===== config.mk =====
export PLATFORM = sky130hd
export DESIGN_NAME = pmu_power_button
export DESIGN_NICKNAME = d
export VERILOG_FILES = /design/src/rtl/pmu_power_button.sv
export SDC_FILE = /design/constraint.sdc
export NUM_CORES = 1
export LEC_CHECK = 0
export BUFFER_PORTS_ARGS = -buffer_cell sky130_fd_sc_hd__clkbuf_2
export CORE_ASPECT_RATIO = 1.2
export CORE_MARGIN = 2
export CORE_UTILIZATION = 61
export CTS_CLUSTER_SIZE = 14
export DETAILED_ROUTE_END_ITERATION = 7
export GPL_ROUTABILITY_DRIVEN = 0
export PLACE_DENSITY = 0.81
export SYNTH_ARGS = -nofsm -noshare
export SYNTH_HDL_FRONTEND = slang
export SYNTH_SLANG_ARGS = --single-unit

===== constraint.sdc =====
create_clock -name CLOCK -period 2.9 [get_ports CLOCK]
set_input_delay 0.145 -clock CLOCK [delete_from_list [all_inputs] [get_ports CLOCK]]
set_output_delay 0.145 -clock CLOCK [all_outputs]
set_load 0.005 [all_outputs]

===== src/rtl/pmu_power_button.sv =====
// Board-side power button / regulator-enable controller for the PMU interface.
// Optional PMU acknowledge timeout is compiled in with `define KILL_TIMEOUT_EN.
module pmu_power_button #(
    parameter int unsigned CLOCK_FREQUENCE    = 300000000,
    parameter int unsigned DEBOUNCE_CYCLES    = 3000000,
    parameter int unsigned LONGPRESS_CYCLES   = 1200000000,
    parameter int unsigned POWERKILL_DELAY    = 300000000,
    parameter int unsigned INT_PULSE_CYCLES   = 300,
    parameter int unsigned ACK_TIMEOUT_CYCLES = 1500000000
) (
    input  logic       CLOCK,
    input  logic       RESET,
    input  logic       BUTTON_N,
    input  logic       KILL_POWER,
    output logic       POWER_INT,
    output logic       POWER_EN,
    output logic [1:0] STATE
);

    localparam int unsigned CNT_W = 32;

    localparam logic [CNT_W-1:0] DB_LAST  = CNT_W'(DEBOUNCE_CYCLES - 1);
    localparam logic [CNT_W-1:0] LP_MAX   = CNT_W'(LONGPRESS_CYCLES);
    localparam logic [CNT_W-1:0] LP_LAST  = CNT_W'(LONGPRESS_CYCLES - 1);
    localparam logic [CNT_W-1:0] DLY_LAST = CNT_W'(POWERKILL_DELAY - 1);
    localparam logic [CNT_W-1:0] INT_LAST = CNT_W'(INT_PULSE_CYCLES - 1);

    // Every "-1" above relies on nonzero timing parameters.
    if (CLOCK_FREQUENCE == 0 || DEBOUNCE_CYCLES == 0 || LONGPRESS_CYCLES == 0 ||
        POWERKILL_DELAY == 0 || INT_PULSE_CYCLES == 0 || ACK_TIMEOUT_CYCLES == 0) begin : g_bad_cfg
        $error("pmu_power_button: timing parameters must be nonzero");
    end

    typedef enum logic [1:0] {
        ST_ON        = 2'd0,
        ST_KILL_WAIT = 2'd1,
        ST_OFF       = 2'd2
    } state_e;

    logic [1:0]       btn_sync_q;
    logic [1:0]       kill_sync_q;
    logic             kill_prev_q;
    logic             btn_db_q;
    logic             btn_db_prev_q;
    logic [CNT_W-1:0] db_cnt_q;
    logic [CNT_W-1:0] lp_cnt_q;

    state_e           state_q;
    logic [CNT_W-1:0] dly_cnt_q;
    logic [CNT_W-1:0] int_cnt_q;
    logic             power_int_q;
    logic             power_en_q;

    logic pressed_s;
    logic kill_s;
    logic press_edge;
    logic kill_edge;
    logic lp_hit;
    logic timeout_hit;
    logic leave_on;

    assign pressed_s  = btn_sync_q[1];
    assign kill_s     = kill_sync_q[1];
    assign press_edge = btn_db_q & ~btn_db_prev_q;
    assign kill_edge  = kill_s & ~kill_prev_q;
    assign lp_hit     = btn_db_q && (lp_cnt_q == LP_LAST);
    assign leave_on   = (state_q == ST_ON) && (lp_hit || kill_edge || timeout_hit);

    // Synchronizers, debounce and long-press counter.
    always_ff @(posedge CLOCK) begin
        if (RESET) begin
            btn_sync_q    <= '0;
            kill_sync_q   <= '0;
            kill_prev_q   <= 1'b0;
            btn_db_q      <= 1'b0;
            btn_db_prev_q <= 1'b0;
            db_cnt_q      <= '0;
            lp_cnt_q      <= '0;
        end else begin
            btn_sync_q    <= {btn_sync_q[0], ~BUTTON_N};
            kill_sync_q   <= {kill_sync_q[0], KILL_POWER};
            kill_prev_q   <= kill_s;
            btn_db_prev_q <= btn_db_q;

            // The update lands on the cycle the stable count would reach DEBOUNCE_CYCLES.
            if (pressed_s == btn_db_q) begin
                db_cnt_q <= '0;
            end else if (db_cnt_q == DB_LAST) begin
                btn_db_q <= pressed_s;
                db_cnt_q <= '0;
            end else begin
                db_cnt_q <= db_cnt_q + CNT_W'(1);
            end

            if (!btn_db_q) begin
                lp_cnt_q <= '0;
            end else if (lp_cnt_q != LP_MAX) begin
                lp_cnt_q <= lp_cnt_q + CNT_W'(1);
            end
        end
    end

`ifdef KILL_TIMEOUT_EN
    localparam logic [CNT_W-1:0] ACK_LAST = CNT_W'(ACK_TIMEOUT_CYCLES - 1);

    logic [CNT_W-1:0] ack_cnt_q;
    logic             ack_run_q;

    assign timeout_hit = ack_run_q && (state_q == ST_ON) && (ack_cnt_q == ACK_LAST);

    // Shut down on our own if the PMU never answers a press.
    always_ff @(posedge CLOCK) begin
        if (RESET) begin
            ack_cnt_q <= '0;
            ack_run_q <= 1'b0;
        end else if (state_q != ST_ON || leave_on) begin
            ack_cnt_q <= '0;
            ack_run_q <= 1'b0;
        end else if (press_edge) begin
            ack_cnt_q <= '0;
            ack_run_q <= 1'b1;
        end else if (ack_run_q) begin
            ack_cnt_q <= ack_cnt_q + CNT_W'(1);
        end
    end
`else
    assign timeout_hit = 1'b0;
`endif

    // Power FSM with registered POWER_INT / POWER_EN.
    always_ff @(posedge CLOCK) begin
        if (RESET) begin
            state_q     <= ST_ON;
            dly_cnt_q   <= '0;
            int_cnt_q   <= '0;
            power_int_q <= 1'b0;
            power_en_q  <= 1'b1;
        end else begin
            power_en_q <= (state_q != ST_OFF);

            case (state_q)
                ST_ON: begin
                    if (lp_hit) begin
                        state_q <= ST_OFF;
                    end else if (kill_edge || timeout_hit) begin
                        state_q   <= ST_KILL_WAIT;
                        dly_cnt_q <= '0;
                    end
                end
                ST_KILL_WAIT: begin
                    if (lp_hit || dly_cnt_q == DLY_LAST) begin
                        state_q <= ST_OFF;
                    end else begin
                        dly_cnt_q <= dly_cnt_q + CNT_W'(1);
                    end
                end
                ST_OFF: begin
                    if (press_edge) begin
                        state_q <= ST_ON;
                    end
                end
                default: state_q <= ST_ON;
            endcase

            // int_cnt_q holds the pulse cycles still owed after the current one.
            if (state_q != ST_ON || leave_on) begin
                int_cnt_q   <= '0;
                power_int_q <= 1'b0;
            end else if (press_edge) begin
                int_cnt_q   <= INT_LAST;
                power_int_q <= 1'b1;
            end else if (int_cnt_q != '0) begin
                int_cnt_q   <= int_cnt_q - CNT_W'(1);
                power_int_q <= 1'b1;
            end else begin
                power_int_q <= 1'b0;
            end
        end
    end

    assign POWER_INT = power_int_q;
    assign POWER_EN  = power_en_q;
    assign STATE     = state_q;

endmodule


== Yosys cells after proc, flatten, opt, wreduce, memory -nomap -nowiden ==
Cells that the tools add are included.

* Flip-flop bits (word level): 139
* Output and inout bits: 4
* Word-level logic and storage cells: 68

* Add/sub/neg operators: 4
* Eq/ne operators: 14
* Mux-type cells: 13
* Bitwise logic cells: 7
* Reductions and logical operators: 17

{| class="wikitable"
|+ Operator list
! operator !! number
|-
| adder 32 x 1 -> 32 bit, second input constant || 3
|-
| 2-to-1 mux 32 bit || 3
|-
| case mux 32 bit (2 select lines) || 1
|-
| equality test 32 x 22 -> 1 bit, second input constant || 1
|-
| equality test 32 x 29 -> 1 bit, second input constant || 1
|-
| equality test 32 x 31 -> 1 bit, second input constant || 1
|-
| inequality test 32 x 31 -> 1 bit, second input constant || 1
|-
| nonzero test 32 bit || 1
|-
| subtractor 32 x 1 -> 32 bit, second input constant || 1
|-
| 2-to-1 mux 9 bit || 2
|-
| inequality test 2 bit, second input constant || 6
|-
| 2-to-1 mux 2 bit || 4
|-
| case mux 2 bit (3 select lines) || 1
|-
| nonzero test 2 bit || 3
|-
| OR reduction 3 bit || 2
|-
| inverter 1 bit || 5
|-
| AND reduction 4 bit || 1
|-
| OR reduction 2 bit || 2
|-
| logical OR 1 bit || 3
|-
| inequality test 3 bit, second input constant || 1
|-
| AND reduction 3 bit || 1
|-
| AND 1 bit || 2
|-
| equality test 2 x 1 -> 1 bit, second input constant || 1
|-
| equality test 2 bit, second input constant || 1
|-
| other kinds (5) || 7
|}

== Longest topological paths before layout ==
Gate-level depths: netlist of run 1.

* Word-level depth: 6
* Depth in mapped cells: 9

== Least setup slack after synthesis of run 1 ==
Ideal clock, no wire load.

* Path kind: register to register
* From: register int_cnt_q[24]
* To: register int_cnt_q[31]
* Library setup time: 0.070 ns
* Arrival: 2.054 ns
* Required time: 2.830 ns
* Setup slack: 0.776 ns
* Cell stages (with the launch flop): 6
* Cells stage by stage: dfxtp_1 -> or4_4 -> or3_1 -> or2_0 -> or4_4 -> a21oi_2

* Word-level cells in the longest chain between the ends: 1

{| class="wikitable"
|+ RTL lines
! what !! RTL line !! RTL
|-
| from (decl) || 50 || <nowiki>logic [CNT_W-1:0] int_cnt_q;</nowiki>
|-
| from (signal assigned) || 173 || <nowiki>int_cnt_q <= int_cnt_q - CNT_W'(1);</nowiki>
|-
| subtractor 32 x 1 -> 32 bit / nonzero test 32 bit (equally long branches) || 173, 172 ||
|}

Several ways; a longest one is shown, not always the timed one.
A chain may end at the register's enable or synchronous reset.

== Final worst setup path of run 1 ==
* From: register dly_cnt_q[15]
* To: register dly_cnt_q[15]

* Word-level cells in the longest chain between the ends: 4

{| class="wikitable"
|+ RTL lines
! what !! RTL line !! RTL
|-
| from (decl) || 49 || <nowiki>logic [CNT_W-1:0] dly_cnt_q;</nowiki>
|-
| from (signal assigned) || 154 || <nowiki>dly_cnt_q <= dly_cnt_q + CNT_W'(1);</nowiki>
|-
| branches (longest 4 deep; another with adder 32 x 1 -> 32 bit) || - ||
|}

Parallel ways; which one is timed is not known. The select of a mux whose other input is x is not followed.

==> summary.md, run 1 <==
| Metric | Value |
|---|---|
| Die W | around 100 µm |
| Slowest cell on crit path | or4bb_1 |
| Non-filler instance count after layout | between 900 and 1,000 |
| Total power | 6.42 mW |
| Cts hold-fix bufs | 2 |
| Peak VDD IR | about 0.56 mV |
| Clock group share of total power | approximately a third |
| Clock-pin slew on the worst setup and hold paths | 60 ps |
| Max-slew violations | 0 |
| RSZ-0062 raised after global routing | no |
| Post-CTS sizing | 0 |
| Port Buffers | 7 |
| Antenna Nets Post-Route | 0 |
| Insertion delay to the later sink of the worst-skew pair | ~420 ps |
| Initial DRC count | ~370 |
| Yosys warns | 0 |
| Total Wirelength | approximately 15 mm |
| Syn nets | 799 |
| Sw frac | between 30 and 40% |
| Final nets | roughly 800 |
| Cts bufs inserted | 17 |
| WP data required | 3230 ps |
| DP HPWL | 9.92 mm |
| Root buf cell | clkbuf_16 |
| Layout cell share with drive strength beyond 1 | under 10% |
| Comb power frac | 30.5% |
| Site Rows | 42 |
| P_int | between 4 and 5 mW |
| Global-route wire length before repair | roughly 26 mm |
| Multi-input gate area | approximately 0.0038 mm² |
| Placed insts | roughly 910 |
| Vias in the first global route | between 5,000 and 6,000 |
| Seq cells post-synth | 139 |
| Drt first pass iters | 7 |
| Net Sw Power | about 2.2 mW |
| Synthesized area | ~0.0068 mm² |
| Worst Setup End Kind | flip-flop |
| Final setup viols | 0 |
| CTS tree | done |
| Vias post-DR | slightly above 6,000 |
| Post-synth cell types | 61 |
| Leak Pwr | 2.40 nW |
| Largest net degree at the start of global routing | 33 |
| Final Skew | ~7.1 ps |
| Congestion Overflow GR | 0 |
| DIE AREA | 0.0120 mm² |
| Std-Cell Core Area | 0.0109 mm² |
| Worst EP arrival | 2850 ps |
| Initial Util | between 60% and 70% |
| I/O pin total | 8 |
| Highest clock rate | 397 MHz |
| Final min period | approximately 2500 ps |
| Post-CTS setup repair buffer count | 0 |
| DR DRC count | 0 |
| CP peak stage delay | between 500 and 600 ps |
| Die Y | between 100 and 150 µm |
| Total GRT Usage | about a quarter |
| H-tree Lvls | 4 |
| Hold Path Class | in -> reg |
| Fin crit share | between 80% and 90% |
| CP max FO | 25 |
| Slew @ Worst Pin | around 900 ps |
| Post-synth EDFFs | 0 |
| Most frequent cells in the layout | dfxtp_1, nor2_1, nand4_1, nand2_1, nand3_1 |
| Pwr dens | 855 mW/mm² |
| CP startpoint kind | flip-flop |
| Max-cap violation count | 0 |
| Synth Flop Type | dfxtp_1 |
| Slew HR | a little over 40% |
| CP Class | reg -> reg |
| Final hold vios | 0 |
| Via density | between 6 and 7 |
| WL/cell | between 15 and 20 µm |
| Initial antenna violation count | 0 |
| Status | complete, no violations |
| Sequential fraction of the synthesis area | between 40% and 50% |
| Register area | approximately 0.0028 mm² |
| Flop pwr share | 36.6% |
| Setup tns final | 0 ps |
| Post-synth ARST share | 0% |
| Top-area cell type share of the netlist area | about two fifths |
| Post-Syn Instances | a little under 800 |
| Sink Count | 139 |
| Synth area leaders | dfxtp_1, nor2_1, xnor2_1 |
| Syn avg cell area | roughly 8.6 µm² |
| Final-layout fill cell count | between 800 and 900 |
| Ant. Diodes | 0 |
| Synth-to-Final Area Change | 10.8% |
| Leading area contributor after synthesis | dfxtp_1 |
| Worst path cell trace | or4bb_1, nor4_1, a21oi_1, o21a_1, a31oi_1 |
| Leading cell type in the layout, fill and taps excluded | dfxtp_1 |
| Clock Tree Buf Depth | 2 |
## kinds of logic (layout without fill, tap and decap cells)
kind of cell | count (synthesis) | in the layout | synth area share [%]
AO/OA/AOI/OAI | 140 | 140 | 13.3
AND/OR/NAND/NOR | 390 | 390 | 32.9
multiplexers | 5 | 5 | 0.757
adder cells (fa/ha/maj) | 5 | 5 | 0.923
flip-flops | 139 | 139 | 41.1
XOR/XNOR | 59 | 59 | 7.63
buffers and inverters | 52 | 75 | 3.51
## worst max-delay path: cells and delay by family (launching register included)
kind             cells  cell delay, ps
flip-flops           1             410
AO/OA/AOI/OAI        3            1090
AND/OR/NAND/NOR      2             920
## path summary, 6_finish.rpt
kind                  from            end  slack [ps]  depth (start not counted)
max          dly_cnt_q[15]  dly_cnt_q[15]         380                          5
min reg2reg  btn_sync_q[0]  btn_sync_q[1]         440                          1
max reg2reg  dly_cnt_q[15]  dly_cnt_q[15]         380                          5
min                  RESET       STATE[1]         120                          2
## layout make-up
class | instances | area share, %
Clock buffer | 20 | 6.08
Clock inverter | 12 | 1.63
Inverter | 22 | 1.10
Multi-Input combinational cell | 599 | 50.0
Sequential cell | 139 | 37.1
Tap cell | 132 | 2.20
Timing Repair Buffer | 21 | 1.93
## layer usage
metal / vias to the layer above / share of wire, % / track usage (%)
met5: - / 0 / 0
met4: 0 / 1.9 / 9.67
met3: 38 / 4.6 / 6.16
met2: 200 / 50 / 43.3
met1: 2858 / 43 / 32.5
li1: 2988 / - / -
## power groups by stage
stage	combinational (mW)	sequential (mW)	clock [mW]
5_1_grt	2.22	2.38	2.23
2_1_floorplan	1.60	2.33	0
6_report	1.96	2.35	2.11
4_1_cts	1.96	2.34	2.14
3_5_place_dp	1.94	2.38	0
3_3_place_gp	1.86	2.36	0
## state kept, by name (all words and copies together), names as in the netlist
name and cells:
db_cnt_q 32, STATE 2, lp_cnt_q 32, POWER_EN 1, btn_db_q 1, kill_sync_q 2, btn_db_prev_q 1, kill_prev_q 1
btn_sync_q 2, dly_cnt_q 32, POWER_INT 1, int_cnt_q 32
## cell usage after synthesis (4+ instances only)
master,instances
o21ai_0,24
nand4b_1,5
nor2b_1,5
xor2_1,27
inv_1,22
a31o_2,4
nor4b_1,7
nand3_1,39
buf_2,7
o31ai_1,11
nand2b_1,8
a21oi_1,35
o211ai_1,6
ha_1,5
xnor2_1,32
a221o_1,5
and2_1,6
clkbuf_1,16
or4b_1,4
or2_2,5
or3_1,29
a31oi_1,36
and4_1,16
or4_1,14
nand2_1,41
nand4_1,41
nor2_1,89
and3_1,16
dfxtp_1,139
mux2i_1,4
nor4_1,31
nor3_1,16
## per-stage QoR
stage / hold WS (ps) / area, µm² / worst slack, ps / util (%)
after floorplan: 212 / 6780 / 776 / -
after global placement: 300 / 6910 / 509 / 63.2
after detailed placement: 310 / 6910 / 442 / 63.2
after CTS: 107 / 7510 / 422 / 68.7
after global routing: 150 / 7510 / 191 / 68.7
final: 121 / 7510 / 378 / 68.7
Power figures use the tool's default switching activity.
==> run 2: changes to the inputs <==
- MAX_ROUTING_LAYER: unset -> met4
==> summary.md, run 2 (synthesis results as in run 1) <==
| Metric | Value |
|---|---|
| Worst path cell trace | or4bb_1, nor4_1, a21oi_1, o21a_1, a31oi_1 |
| Clock-pin slew on the worst setup and hold paths | roughly 60 ps |
| Layout cell share with drive strength beyond 1 | under 10% |
| Net Sw Power | 2.17 mW |
| Die Y | roughly 120 µm |
| Most Used Layer, Global Route | met2 |
| Comb power frac | 30.5% |
| Total Wirelength | between 10 and 15 mm |
| Most frequent cells in the layout | dfxtp_1, nor2_1, nand4_1, nand2_1, nand3_1 |
| Slowest cell on crit path | o21a_1 |
| Final Skew | 5.44 ps |
| Global-route wire length before repair | between 20 and 30 mm |
| Die W | around 100 µm |
| Slew @ Worst Pin | approximately 900 ps |
| WP depth | 5 |
| GR Util met3 | under 10% |
| Antenna Nets Post-Route | 0 |
| CP max FO | 25 |
| Final setup viols | 0 |
| Initial Util | 62.0% |
| Total GRT Usage | a little over a quarter |
| Buf+Inv Stages, Crit Path | 0 |
| Placed inst area | 0.00691 mm² |
| CTS tree | done |
| CP peak stage delay | roughly 550 ps |
| Non-filler instance count after layout | approximately 950 |
| Cell family with most CP delay | compound AO/OA/AOI/OAI gates |
| Hold Crit Depth | 2 |
| Final min period | 2520 ps |
| Slew HR | between 30% and 40% |
| Peak VDD IR | about 0.56 mV |
| Insertion delay to the later sink of the worst-skew pair | roughly 420 ps |
| Leak Pwr | about 2.4 nW |
| Met2 Resource Use GR | between 40 and 50% |
| Finished Cell Area | 0.00751 mm² |
| Drt first pass iters | 5 |
| Setup ws final | 376 ps |
| Total power | 6.42 mW |
| Placed insts | 911 |
| Hold Path Class | in -> reg |
| Highest clock rate | between 300 and 400 MHz |
| DIE AREA | around 0.012 mm² |
| Worst reg2reg path depth | 5 |
| P_int | about 4.2 mW |
| Ant. Diodes | 0 |
| Setup tns final | 0 ps |
| GRT met1 Usage | about a third |
| I/O pin total | 8 |
| Leading cell type in the layout, fill and taps excluded | dfxtp_1 |
| Site Rows | 42 |
| Post-CTS setup repair buffer count | 0 |
| Vias post-DR | between 6,000 and 7,000 |
| Congestion Overflow GR | 0 |
| RSZ-0062 raised after global routing | no |
| Worst Setup End Kind | flip-flop |
| CP Class | reg -> reg |
| Final nets | between 800 and 900 |
| Finished Core Util | 68.7% |
| Sw frac | approximately a third |
| Initial antenna violation count | 0 |
| Hold WS | 112 ps |
| Max-cap violation count | 0 |
| H-tree Lvls | 4 |
| Initial DRC count | roughly 430 |
| Clock Tree Buf Depth | 2 |
| Final hold vios | 0 |
| Port Buffers | 7 |
| Final-layout fill cell count | just under 900 |
| Synth-to-Final Area Change | 10.8% |
| DR DRC count | 0 |
| Largest net degree at the start of global routing | 33 |
| Vias in the first global route | 5,783 |
| Clock group share of total power | between 30% and 40% |
| Status | complete, no violations |
| Max-slew violations | 0 |
| Worst EP arrival | ~2900 ps |
| Flop pwr share | between 30% and 40% |
| WP data required | approximately 3200 ps |
| Root buf cell | clkbuf_16 |
| WL/cell | ~16 µm |
| Fin crit share | 87.0% |
| Sink Count | ~140 |
| Pwr dens | around 860 mW/mm² |
| Std-Cell Core Area | 0.0109 mm² |
| DP HPWL | ~9.9 mm |
| CP startpoint kind | flip-flop |
| Cts bufs inserted | 17 |
| Worst slack at placement | around 440 ps |
| Via density | roughly 6.4 |
-- run 2: cell counts in the layout (fill, tap and decap cells not counted) --
Identical to the previous run, type by type.
-- run 2: worst paths after layout --
path	slack (ps)	to	startpoint
worst max-delay path	380	dly_cnt_q[15]	dly_cnt_q[15]
worst min-delay path	110	STATE[1]	RESET
worst max register to register	380	dly_cnt_q[15]	dly_cnt_q[15]
worst min register to register	440	btn_sync_q[1]	btn_sync_q[0]
-- run 2: repair_timing --
action | 4_1_cts | 5_1_grt
hold endpoints to repair | 2 | 0
gates resized for setup | 0 | 0
hold buffers | 2 | 0
endpoints found under the setup margin | 0 | 0
-- run 2: layout make-up --
type | instances | area [µm²] | area share [%]
Multi-Input combinational cell | 599 | 3750 | 50.0
Clock buffer | 20 | 457 | 6.08
Timing Repair Buffer | 21 | 145 | 1.93
Tap cell | 132 | 165 | 2.20
Clock inverter | 12 | 123 | 1.63
Inverter | 22 | 82.6 | 1.10
Sequential cell | 139 | 2780 | 37.1
-- run 2: worst reg2reg max path: cells and delay by family (launching register included) --
family,cells,cell delay (ps)
AO/OA/AOI/OAI,3,1100
flip-flops,1,410
AND/OR/NAND/NOR,2,930
-- run 2: power groups by stage --
stage	clock network, mW	registers, mW	logic (mW)
after global routing	2.23	2.38	2.22
after global placement	0	2.36	1.86
after floorplan	0	2.33	1.60
after detailed placement	0	2.38	1.94
after CTS	2.14	2.34	1.96
final	2.11	2.35	1.96
-- run 2: layer usage --
metal  wire length (µm)  share of wire (%)  vias up
met2               7420                 50      182
met4                298                2.0        0
met3                700                4.7       37
met1               6340                 43     2882
met5                  0                  0        -
li1                   -                  -     2990
==> run 3: changes to the inputs <==
- CORE_MARGIN: 2 -> 5
- CORE_UTILIZATION: 61 -> 50
- PLACE_DENSITY: 0.81 -> 0.7
==> summary.md, run 3 (synthesis results as in run 1) <==
| Metric | Value |
|---|---|
| Cts hold-fix bufs | 2 |
| CP max FO | 25 |
| Final nets | 810 |
| Clock group share of total power | 31.8% |
| Site Rows | 46 |
| Final-layout fill cell count | 1,171 |
| Leak Pwr | roughly 2.4 nW |
| Total GRT Usage | between 20% and 30% |
| Setup ws final | ~430 ps |
| Finished Core Util | between 50% and 60% |
| RSZ-0062 raised after global routing | no |
| Comb power frac | about a third |
| WP data required | between 3000 and 4000 ps |
| Clock Tree Buf Depth | 2 |
| Port Buffers | 7 |
| Net Sw Power | 2.20 mW |
| Finished Cell Area | ~0.0075 mm² |
| WL/cell | between 15 and 20 µm |
| Sw frac | roughly 34% |
| I/O pin total | 8 |
| Highest clock rate | between 400 and 500 MHz |
| P_int | around 4.3 mW |
| Vias post-DR | ~6,000 |
| Most frequent cells in the layout | dfxtp_1, nor2_1, nand4_1, nand2_1, nand3_1 |
| Die W | approximately 120 µm |
| Hold WS | between 100 and 150 ps |
| Largest net degree at the start of global routing | 33 |
| DR DRC count | 0 |
| CTS tree | done |
| Post-CTS setup repair buffer count | 0 |
| Max-slew violations | 0 |
| Worst slack at placement | 435 ps |
| Non-filler instance count after layout | just under 1,000 |
| Peak VDD IR | ~0.85 mV |
| Initial DRC count | between 400 and 500 |
| Placed insts | ~950 |
| Fin crit share | between 80% and 90% |
| Final hold vios | 0 |
| Via density | ~6.1 |
| Worst Setup End Kind | flip-flop |
| Total Wirelength | roughly 15 mm |
| Sink Count | 139 |
| Std-Cell Core Area | 0.0132 mm² |
| Slew @ Worst Pin | 914 ps |
| Congestion Overflow GR | 0 |
| Clock-pin slew on the worst setup and hold paths | roughly 60 ps |
| Synth-to-Final Area Change | 11.2% |
| Insertion delay to the later sink of the worst-skew pair | 420 ps |
| Max-cap violation count | 0 |
| Root buf cell | clkbuf_16 |
| CP Class | reg -> reg |
| Final min period | around 2500 ps |
| Die Y | 138 µm |
| Post-CTS sizing | 0 |
| Drt first pass iters | 5 |
| H-tree Lvls | 4 |
| Global-route wire length before repair | ~26 mm |
| Slowest cell on crit path | o21a_1 |
| DP HPWL | about 10 mm |
| Final Skew | ~6.8 ps |
| Pwr dens | roughly 860 mW/mm² |
| Leading cell type in the layout, fill and taps excluded | dfxtp_1 |
| Ant. Diodes | 0 |
| Vias in the first global route | ~5,800 |
| Hold Path Class | in -> reg |
| Register area | 0.00278 mm² |
| Worst path cell trace | or4bb_1, nor4_1, a21oi_1, o21a_1, o221ai_1 |
| CP startpoint kind | flip-flop |
| Layout cell share with drive strength beyond 1 | 8.73% |
| Cts bufs inserted | 17 |
| DIE AREA | 0.0160 mm² |
| Worst EP arrival | approximately 2800 ps |
| Antenna Nets Post-Route | 0 |
| Flop pwr share | between 30% and 40% |
| Final setup viols | 0 |
| Setup tns final | 0 ps |
| Slew HR | around two fifths |
| Status | complete, no violations |
| Initial Util | about half |
| Placed inst area | between 0.006 and 0.007 mm² |
| Multi-input gate area | approximately 0.0038 mm² |
| Total power | between 6 and 7 mW |
| CP peak stage delay | 550 ps |
| Initial antenna violation count | 0 |
run 3: cell types whose count changed in the layout (fill, tap and decap cells not counted):
cell,previous run,this run
clkinvlp_4,5,2
buf_4,12,13
clkbuf_8,2,1
clkinv_2,5,4
clkbuf_1,1,5
run 3: layer usage:
layer | vias up | GRT usage, % | routed length, µm
met5 | - | - | 0
met4 | 0 | 7.29 | 228
met3 | 24 | 5.62 | 753
met2 | 164 | 33.0 | 7310
met1 | 2841 | 23.9 | 6720
li1 | 2997 | - | -
run 3: cell type report:
class | count | share of cell area (%)
Multi-Input combinational cell | 599 | 49.8
Inverter | 22 | 1.10
Timing Repair Buffer | 22 | 2.03
Clock buffer | 23 | 6.08
Sequential cell | 139 | 36.9
Clock inverter | 8 | 1.26
Tap cell | 168 | 2.79
run 3: power by group through the flow:
| stage | logic (mW) | registers [mW] | clock network (mW) |
|---|---|---|---|
| after CTS | 2.05 | 2.34 | 2.11 |
| after floorplan | 1.60 | 2.33 | 0 |
| final | 2.06 | 2.35 | 2.05 |
| after global placement | 1.93 | 2.36 | 0 |
| after global routing | 2.33 | 2.39 | 2.19 |
| after detailed placement | 2.02 | 2.39 | 0 |
run 3: path summary, 6_finish.rpt:
check,start,end,slack (ps),cells past startpoint
worst min register to register,kill_sync_q[0],kill_sync_q[1],440,1
worst max-delay path,dly_cnt_q[15],dly_cnt_q[21],430,5
worst min-delay path,RESET,STATE[1],120,2
worst max register to register,dly_cnt_q[15],dly_cnt_q[21],430,5
run 3: worst max-delay path: cells and delay by family (launching register included):
family	cells	cell delay [ps]
and+or+nand+nor	2	890
AOI/OAI and AO/OA	3	1090
DFF	1	410
